===== config.mk =====
export PLATFORM = sky130hd
export DESIGN_NAME = fm_phase_demod
export DESIGN_NICKNAME = d
export VERILOG_FILES = /design/src/rtl/fm_rx_pkg.sv /design/src/rtl/fm_decim_acc.sv /design/src/rtl/fm_phase_demod.sv
export SDC_FILE = /design/constraint.sdc
export NUM_CORES = 1
export LEC_CHECK = 0
export CAP_MARGIN = 10
export CORE_UTILIZATION = 47
export CTS_BUF_LIST = sky130_fd_sc_hd__clkbuf_16
export CTS_CLUSTER_DIAMETER = 30
export DETAILED_ROUTE_END_ITERATION = 10
export PLACE_DENSITY = 0.78
export SLEW_MARGIN = 20
export SYNTH_ARGS = -nofsm -noshare
export SYNTH_HDL_FRONTEND = slang
export SYNTH_HIERARCHICAL = 1
export SYNTH_SLANG_ARGS = --single-unit

===== constraint.sdc =====
create_clock -name clk -period 15.6 [get_ports clk]
set_input_delay 2.34 -clock clk [delete_from_list [all_inputs] [get_ports clk]]
set_output_delay 2.34 -clock clk [all_outputs]
set_load 0.01 [all_outputs]

===== src/rtl/fm_rx_pkg.sv =====
// Shared receive-path definitions: default widths, demodulator state encoding
// and the saturating narrowing helper used by the audio back ends.
package fm_rx_pkg;

    localparam int DEFAULT_PHASE_W = 40;
    localparam int DEFAULT_AUDIO_W = 16;
    localparam int SAT_W           = 64;

    typedef enum logic {
        PRIME = 1'b0,
        RUN   = 1'b1
    } demod_state_t;

    // Clamp a wide signed value into the signed range of an out_w-bit word.
    function automatic logic signed [SAT_W-1:0] saturate(
        input logic signed [SAT_W-1:0] x,
        input int unsigned             out_w
    );
        logic signed [SAT_W-1:0] hi;
        logic signed [SAT_W-1:0] lo;
        hi = (64'sd1 <<< (out_w - 1)) - 64'sd1;
        lo = -hi - 64'sd1;
        if (x > hi)
            return hi;
        else if (x < lo)
            return lo;
        else
            return x;
    endfunction

endpackage


===== src/rtl/fm_decim_acc.sv =====
// Block-averaging decimator: sums DECIM signed frequency errors, scales the
// block sum by an arithmetic shift and emits one saturated audio sample.
module fm_decim_acc
    import fm_rx_pkg::*;
#(
    parameter int PHASE_W = DEFAULT_PHASE_W,
    parameter int AUDIO_W = DEFAULT_AUDIO_W,
    parameter int DECIM   = 8,
    parameter int SHIFT   = 20
) (
    input  logic                       clk,
    input  logic                       rst,
    input  logic                       i_valid,
    input  logic signed [PHASE_W-1:0]  i_err,
    output logic signed [AUDIO_W-1:0]  o_audio,
    output logic                       o_valid
);

    localparam int LOG2  = $clog2(DECIM);
    localparam int ACC_W = PHASE_W + LOG2;

    logic signed [ACC_W-1:0]   r_acc;
    logic        [LOG2-1:0]    r_cnt;
    logic signed [ACC_W-1:0]   w_sum;
    logic signed [ACC_W-1:0]   w_shifted;
    logic signed [SAT_W-1:0]   w_sat;
    logic                      w_last;

    // The final error of a block is folded in combinationally so the output
    // lands one edge after the DECIM-th sample rather than two.
    assign w_sum     = r_acc + $signed({{LOG2{i_err[PHASE_W-1]}}, i_err});
    assign w_shifted = w_sum >>> (SHIFT + LOG2);
    assign w_sat     = saturate($signed({{(SAT_W-ACC_W){w_shifted[ACC_W-1]}}, w_shifted}),
                                AUDIO_W);
    assign w_last    = (r_cnt == LOG2'(DECIM - 1));

    always_ff @(posedge clk) begin
        if (rst) begin
            r_acc   <= '0;
            r_cnt   <= '0;
            o_audio <= '0;
            o_valid <= 1'b0;
        end else begin
            o_valid <= 1'b0;
            if (i_valid) begin
                if (w_last) begin
                    o_audio <= w_sat[AUDIO_W-1:0];
                    o_valid <= 1'b1;
                    r_acc   <= '0;
                    r_cnt   <= '0;
                end else begin
                    r_acc   <= w_sum;
                    r_cnt   <= r_cnt + 1'b1;
                end
            end
        end
    end

endmodule


===== src/rtl/fm_phase_demod.sv =====
// FM phase demodulator: differences successive phase words, removes the
// carrier increment and hands the frequency error to the block decimator.
module fm_phase_demod
    import fm_rx_pkg::*;
#(
    parameter int PHASE_W = DEFAULT_PHASE_W,
    parameter int AUDIO_W = DEFAULT_AUDIO_W,
    parameter int DECIM   = 8,
    parameter int SHIFT   = 20
) (
    input  logic                       clk,
    input  logic                       rst,
    input  logic        [PHASE_W-1:0]  i_phase_in,
    input  logic                       i_phase_valid,
    input  logic        [PHASE_W-1:0]  i_carrier_pincr,
    output logic signed [AUDIO_W-1:0]  o_audio_out,
    output logic                       o_audio_valid
);

    demod_state_t              r_state;
    logic        [PHASE_W-1:0] r_prev_phase;
    logic        [PHASE_W-1:0] w_diff;
    logic signed [PHASE_W-1:0] w_err;
    logic                      w_err_valid;

    // Modulo-2^PHASE_W subtraction makes phase wrap-around transparent.
    assign w_diff      = i_phase_in - r_prev_phase;
    assign w_err       = $signed(w_diff - i_carrier_pincr);
    assign w_err_valid = i_phase_valid && (r_state == RUN);

    // NOTE: non-blocking assignments keep every register updating from the
    // same pre-edge values, so ordering inside the block cannot matter.
    always_ff @(posedge clk) begin
        if (rst) begin
            r_state      <= PRIME;
            r_prev_phase <= '0;
        end else if (i_phase_valid) begin
            r_prev_phase <= i_phase_in;
            case (r_state)
                PRIME:   r_state <= RUN;
                RUN:     r_state <= RUN;
                default: r_state <= PRIME;
            endcase
        end
    end

    fm_decim_acc #(
        .PHASE_W (PHASE_W),
        .AUDIO_W (AUDIO_W),
        .DECIM   (DECIM),
        .SHIFT   (SHIFT)
    ) u_decim_acc (
        .clk     (clk),
        .rst     (rst),
        .i_valid (w_err_valid),
        .i_err   (w_err),
        .o_audio (o_audio_out),
        .o_valid (o_audio_valid)
    );

endmodule


; Word-level counts from Yosys, hierarchy flattened
; Index checks and enable logic that the tools add are counted.
[totals]
mem_bits_rw = 0
register_bits = 104
in_bits = 83
out_inout_bits = 17
latchBits = 0
memories = 0
mem_bits_ro = 0
wordCells = 22
[op_classes]
n_shift = 0
order_cmp = 2
multipliers = 0
bitwise = 1
n_addsub = 4
div = 0
n_reduce_logical = 3
n_eq_ne = 1
mux = 5
[op_table]
columns = op, n
row1 = subtractor 40 bit, 2
row2 = adder 43 x 40 -> 43 bit, 1
row3 = 2-to-1 mux 43 bit, 1
row4 = 2-to-1 mux 16 bit, 2
row5 = "> comparator 20 x 16 -> 1 bit, second input constant", 1
row6 = "less-than comparator 20 x 16 -> 1 bit, second input constant", 1
row7 = "adder 3 x 1 -> 3 bit, second input constant", 1
row8 = "== test 3 bit, second input constant", 1
row9 = 2-to-1 mux 3 bit, 1
row10 = AND reduction 2 bit, 1
row11 = OR reduction 2 bit, 1
row12 = logical AND 1 bit, 1
row13 = 2-to-1 mux 1 bit, 1
row14 = NOT 1 bit, 1

; Depth between registers and ports, before layout
[logic_depth]
depth_word = 6
depth_mapped = 27
mapped_depth_nobuf = 25

; Hierarchy
; The synthesis kept the hierarchy.
[modules_own_cells]
columns = module, instances, cells_per_inst, area_each_um2, seq_area_each_um2
row1 = fm_phase_demod, 1, 581, 4874.7, 820.8
row2 = fm_decim_acc, 1, 605, 4759.6, 1261.2

; Least setup slack after synthesis
; No wires, ideal clock.
[synth_timing]
path_type = input port to flip-flop
from = input i_carrier_pincr[0]
to = register u_decim_acc.o_audio[10]
slack_ps = 7788
required_ps = 15459
setup_ps = 141
n_path_buf = 2
cell_stages = 24
t_arrival_ps = 7672
path_cell_list = inv_1 > fa_1 > inv_1 > ha_1 > or2_2 > fa_1 > a21o_1 > a221oi_2 > a2bb2oi_1 > o21ai_1 > a21oi_2 > o21ai_2 > xor2_1 > ha_1 > buf_2 > nand4_1 > or4_1 > o311a_1 > o31ai_2 > xnor2_1 > o211ai_1 > o32ai_2 > buf_6 > o32ai_2
[synth_between]
elab_chain_len = 5
elab_cells_between_ends = 6
cone_classes = add/sub (2) / order compare (2) / mux (2)
[synth_lines]
columns = element, line_no
row1 = "start, declared", fm_phase_demod.sv:15  ; input logic [PHASE_W-1:0] i_carrier_pincr,
row2 = subtractor 40 bit *, fm_phase_demod.sv:28  ; assign w_err = $signed(w_diff - i_carrier_pincr);
row3 = net w_err[18], fm_phase_demod.sv:23  ; logic signed [PHASE_W-1:0] w_err;
row4 = adder 43 x 40 -> 43 bit *, fm_decim_acc.sv:31  ; assign w_sum = r_acc + $signed({{LOG2{i_err[PHASE_W-1]}}, i_err});
row5 = less-than comparator 20 x 16 -> 1 bit, fm_rx_pkg.sv:25  ; else if (x < lo)
row6 = 2-to-1 mux 16 bit, fm_rx_pkg.sv:25
row7 = 2-to-1 mux 16 bit *, fm_rx_pkg.sv:23  ; if (x > hi)
row8 = "end signal, assigned", fm_decim_acc.sv:47  ; o_audio <= w_sat[AUDIO_W-1:0];
row9 = "end, declared", fm_decim_acc.sv:15  ; output logic signed [AUDIO_W-1:0] o_audio,
; Mark *: on every way through the listed nets, which the timed path passes. The rest lies on a longest branch.
; A chain may end at the register's enable or synchronous reset.

; Final worst setup path
[layout_timing]
from = input i_phase_in[0]
to = register u_decim_acc.o_audio[13]
[layout_between]
elab_chain_len = 6
elab_cells_between_ends = 7
cone_classes = add/sub (3) / order compare (2) / mux (2)
[layout_lines]
columns = element, line_no
row1 = "start, declared", fm_phase_demod.sv:13  ; input logic [PHASE_W-1:0] i_phase_in,
row2 = subtractor 40 bit *, fm_phase_demod.sv:27  ; assign w_diff = i_phase_in - r_prev_phase;
row3 = subtractor 40 bit *, fm_phase_demod.sv:28
row4 = net w_err[20], fm_phase_demod.sv:23
row5 = adder 43 x 40 -> 43 bit *, fm_decim_acc.sv:31
row6 = less-than comparator 20 x 16 -> 1 bit, fm_rx_pkg.sv:25
row7 = 2-to-1 mux 16 bit, fm_rx_pkg.sv:25
row8 = 2-to-1 mux 16 bit *, fm_rx_pkg.sv:23
; Marked as above.

==> flow_metrics.tcl <==
set metrics [dict create \
    cts_tree "yes" \
    avgSynthCellArea_sq_um 8.12 \
    crit_chain "clkdlybuf4s50_1, fa_1, inv_1, ha_1, or2_2, fa_1, a21o_1, a221oi_2, o21ai_1, a21oi_1, o21bai_1, a21oi_1, xnor2_1, ha_1, and2_1, nand3_1, nor3_2, o2111ai_1, a211o_1, a211oi_2, a31oi_1, xnor2_2, a41oi_2, o32ai_1" \
    cp_data_required_time_ns 15.81 \
    rows 52 \
    ys_warn_count 6 \
    layout_common_cells "153 x nor2_1, 104 x dfxtp_1, 100 x inv_1, 97 x a21oi_1, 97 x clkdlybuf4s50_1" \
    detail-route-antenna-nets 0 \
    cp-start-kind "input pin" \
    ys_types 78 \
    cts-root-buf "clkbuf_16" \
    first_global_vias 8431 \
    grtUsageTotal_pct 22.7 \
    nets 1445 \
    synth_area_sq_um 9630 \
    powerDensity_nw_per_um2 128 \
    dr.pass1.iters 6 \
    final_common_cell "nor2_1" \
    antenna_found_initial 0 \
    core_area_sq_um 20200 \
    synthCells 1186 \
    ys_ff_latch 104 \
    area_growth_pct 14.2 \
    die-area_sq_um 21100 \
    synth_flop_cell "dfxtp_1" \
    dp.final_hpwl_um 17900 \
    hold_violations 0 \
    ys_seq_area_share_pct 21.6 \
    end_kind "flip-flop" \
    cts.reportedPaths.clkPinSlew_ns 0.07 \
    num_antenna_cells 0 \
    postCtsSetupBuffers 0 \
    post_cts_resized 0 \
    overflow 0 \
    max_slew.worst_pin.slew_ns 1.05 \
    initial_core_util_pct 47.8 \
    holdPathEnd "r_state" \
    dp_cells 1496 \
    synth_edf_count 0 \
    critPathArrivalTime_ns 9.15 \
    clock_path_buffers 2 \
    async_reset_ff_share_pct 0 \
    synth_fp_nets 1394 \
    crit_path_top_delay_cell "a41oi_2" \
    setup_viol 0 \
    drive_above_1_share_pct 4.83 \
    port_buffers 99 \
    rrSetupSlack_ns 8.78 \
    clock_latency_ns 0.37 \
    grt_max_degree 74 \
    drt_iter0_markers 497 \
    timing.max_cap.violations 0 \
    hp-class "flip-flop to flip-flop" \
    vias 8610 \
    min_from "r_state" \
    report.final.slew_viol_count 0 \
    cts_inserted_buffers 9 \
    route.detailed.wl_per_inst_um 15.4 \
    peakVddDrop_mv 0.0626 \
    wl_um 23300 \
    drc 0 \
    cts_sinks 104 \
    place_congestion 0.896 \
    reg2reg_from "r_prev_phase[0]" \
    leakagePower_nw 4.62 \
    fin_setup_tns_ns 0 \
    grt_pass1_wl_um 39700 \
    htree_num_levels 3 \
    fin_crit_sh_pct 57.3 \
    cp_max_fo 15 \
    fmax_mhz 112 \
    status "finished, final reports clean" \
    path_class "input pin to flip-flop" \
    rsz0062_at_grt "no" \
    ff2ff_path_depth 24 \
    slew_headroom_pct 30.1 \
    cts_hold_buf 0 \
    finalCriticalPeriod_ns 8.95 \
    final_cells 1512 \
    die_x_um 145 \
    max_stage_delay_ns 0.76 \
    r2r_end "u_decim_acc/o_audio[13]" \
    pin_count 100 \
    skew_ns 0.00741 \
    via_per_inst 5.69 \
    whs_path_depth 2 \
    dieHeight_um 145 \
]
## state kept, by name, summed over array words and instances (netlist names)
signal and cells:
u_decim_acc/r_acc 43, r_prev_phase 40, u_decim_acc/o_audio 16, u_decim_acc/r_cnt 3, r_state 1, u_decim_acc/o_valid 1
## stage by stage
step | cell area, sq um | utilization, % | setup WS, ns | hold slack [ns] | power [mW]
3_5_place_dp | 10700 | 53.2 | 6.33 | 0.448 | 1.17
6_report | 11000 | 54.5 | 6.65 | 0.464 | 1.41
3_3_place_gp | 10700 | 53.2 | 6.50 | 0.438 | 1.17
2_1_floorplan | 9630 | - | 7.79 | 0.427 | 0.983
4_1_cts | 11000 | 54.5 | 6.71 | 0.467 | 1.40
5_1_grt | 11000 | 54.5 | 6.17 | 0.486 | 1.52
## final cells by class
type	instances	area (sq um)
clock inverter	7	55.1
multi-input combinational	919	6920
sequential	104	2080
fill	1880	9170
inverter	101	379
timing repair buffer	102	1010
clock buffer	9	225
tap	270	338
## synthesized netlist by cell type, drive strengths merged (4+ instances only)
cell,count,share of area (%)
a211oi,13,1.2
a21boi,5,0.39
a21o,39,3.0
a21oi,98,5.1
a221oi,4,0.62
a22oi,37,2.9
a31oi,10,0.81
and2,4,0.26
and3,4,0.26
and4,4,0.36
buf,21,1.2
clkbuf,41,1.6
dfxtp,104,22
fa,40,8.3
ha,85,11
inv,101,3.9
mux2i,41,4.3
nand2,86,3.4
nand2b,8,0.52
nand3,18,0.94
nand4,18,1.2
nor2,154,6.0
nor2b,11,0.71
nor3,11,0.62
o2111ai,4,0.36
o211ai,9,0.70
o21a,13,1.0
o21ai,42,2.2
o21bai,17,1.3
o31ai,6,0.62
o32ai,16,2.2
or2,4,0.26
xnor2,49,4.5
xor2,27,2.5
## kinds of logic (layout without fill, tap and decap cells)
kind of cell / count (synthesis) / in the layout / synth area share, %
AO/OA/AOI/OAI: 339 / 339 / 25.3
XOR/XNOR: 76 / 76 / 6.99
adder cells (fa/ha/maj): 125 / 125 / 19.4
buffers and inverters: 163 / 219 / 6.69
flip-flops: 104 / 104 / 21.6
multiplexers: 41 / 41 / 4.26
AND/OR/NAND/NOR: 338 / 338 / 15.8
## metal layers
| layer | wire length [um] | share of wire [%] | up-vias | track usage, % |
|---|---|---|---|---|
| li1 | - | - | 4291 | - |
| met1 | 11200 | 48 | 4055 | 30.2 |
| met2 | 10700 | 46 | 237 | 38.2 |
| met3 | 1030 | 4.4 | 27 | 3.27 |
| met4 | 352 | 1.5 | 0 | 6.37 |
| met5 | 0 | 0 | - | 0 |
## how the worst max path moves through the flow
stage / start / endpoint / slack, ns / depth (start not counted)
2_1_floorplan: i_carrier_pincr[0] / u_decim_acc/o_audio[10] / 7.79 / 24
3_3_place_gp: i_carrier_pincr[0] / u_decim_acc/o_audio[13] / 6.50 / 25
3_5_place_dp: i_phase_in[0] / u_decim_acc/o_audio[13] / 6.33 / 24
4_1_cts: i_phase_in[0] / u_decim_acc/o_audio[13] / 6.71 / 24
5_1_grt: i_carrier_pincr[0] / u_decim_acc/o_audio[13] / 6.17 / 25
6_report: i_phase_in[0] / u_decim_acc/o_audio[13] / 6.65 / 24
## worst max-delay path: cells and delay by family
family / cells / cell delay (ns)
XOR/XNOR: 2 / 0.28
AO/OA/AOI/OAI: 12 / 3.56
AND/OR/NAND/NOR: 4 / 0.86
adder cells (fa/ha/maj): 4 / 1.59
buffers and inverters: 2 / 0.51
## where the power goes
part	internal, mW	switching [mW]	total [mW]
clock network	0.110	0.113	0.223
logic	0.348	0.538	0.886
registers	0.289	0.0137	0.303
No activity file was read; power rests on OpenSTA's default activity.
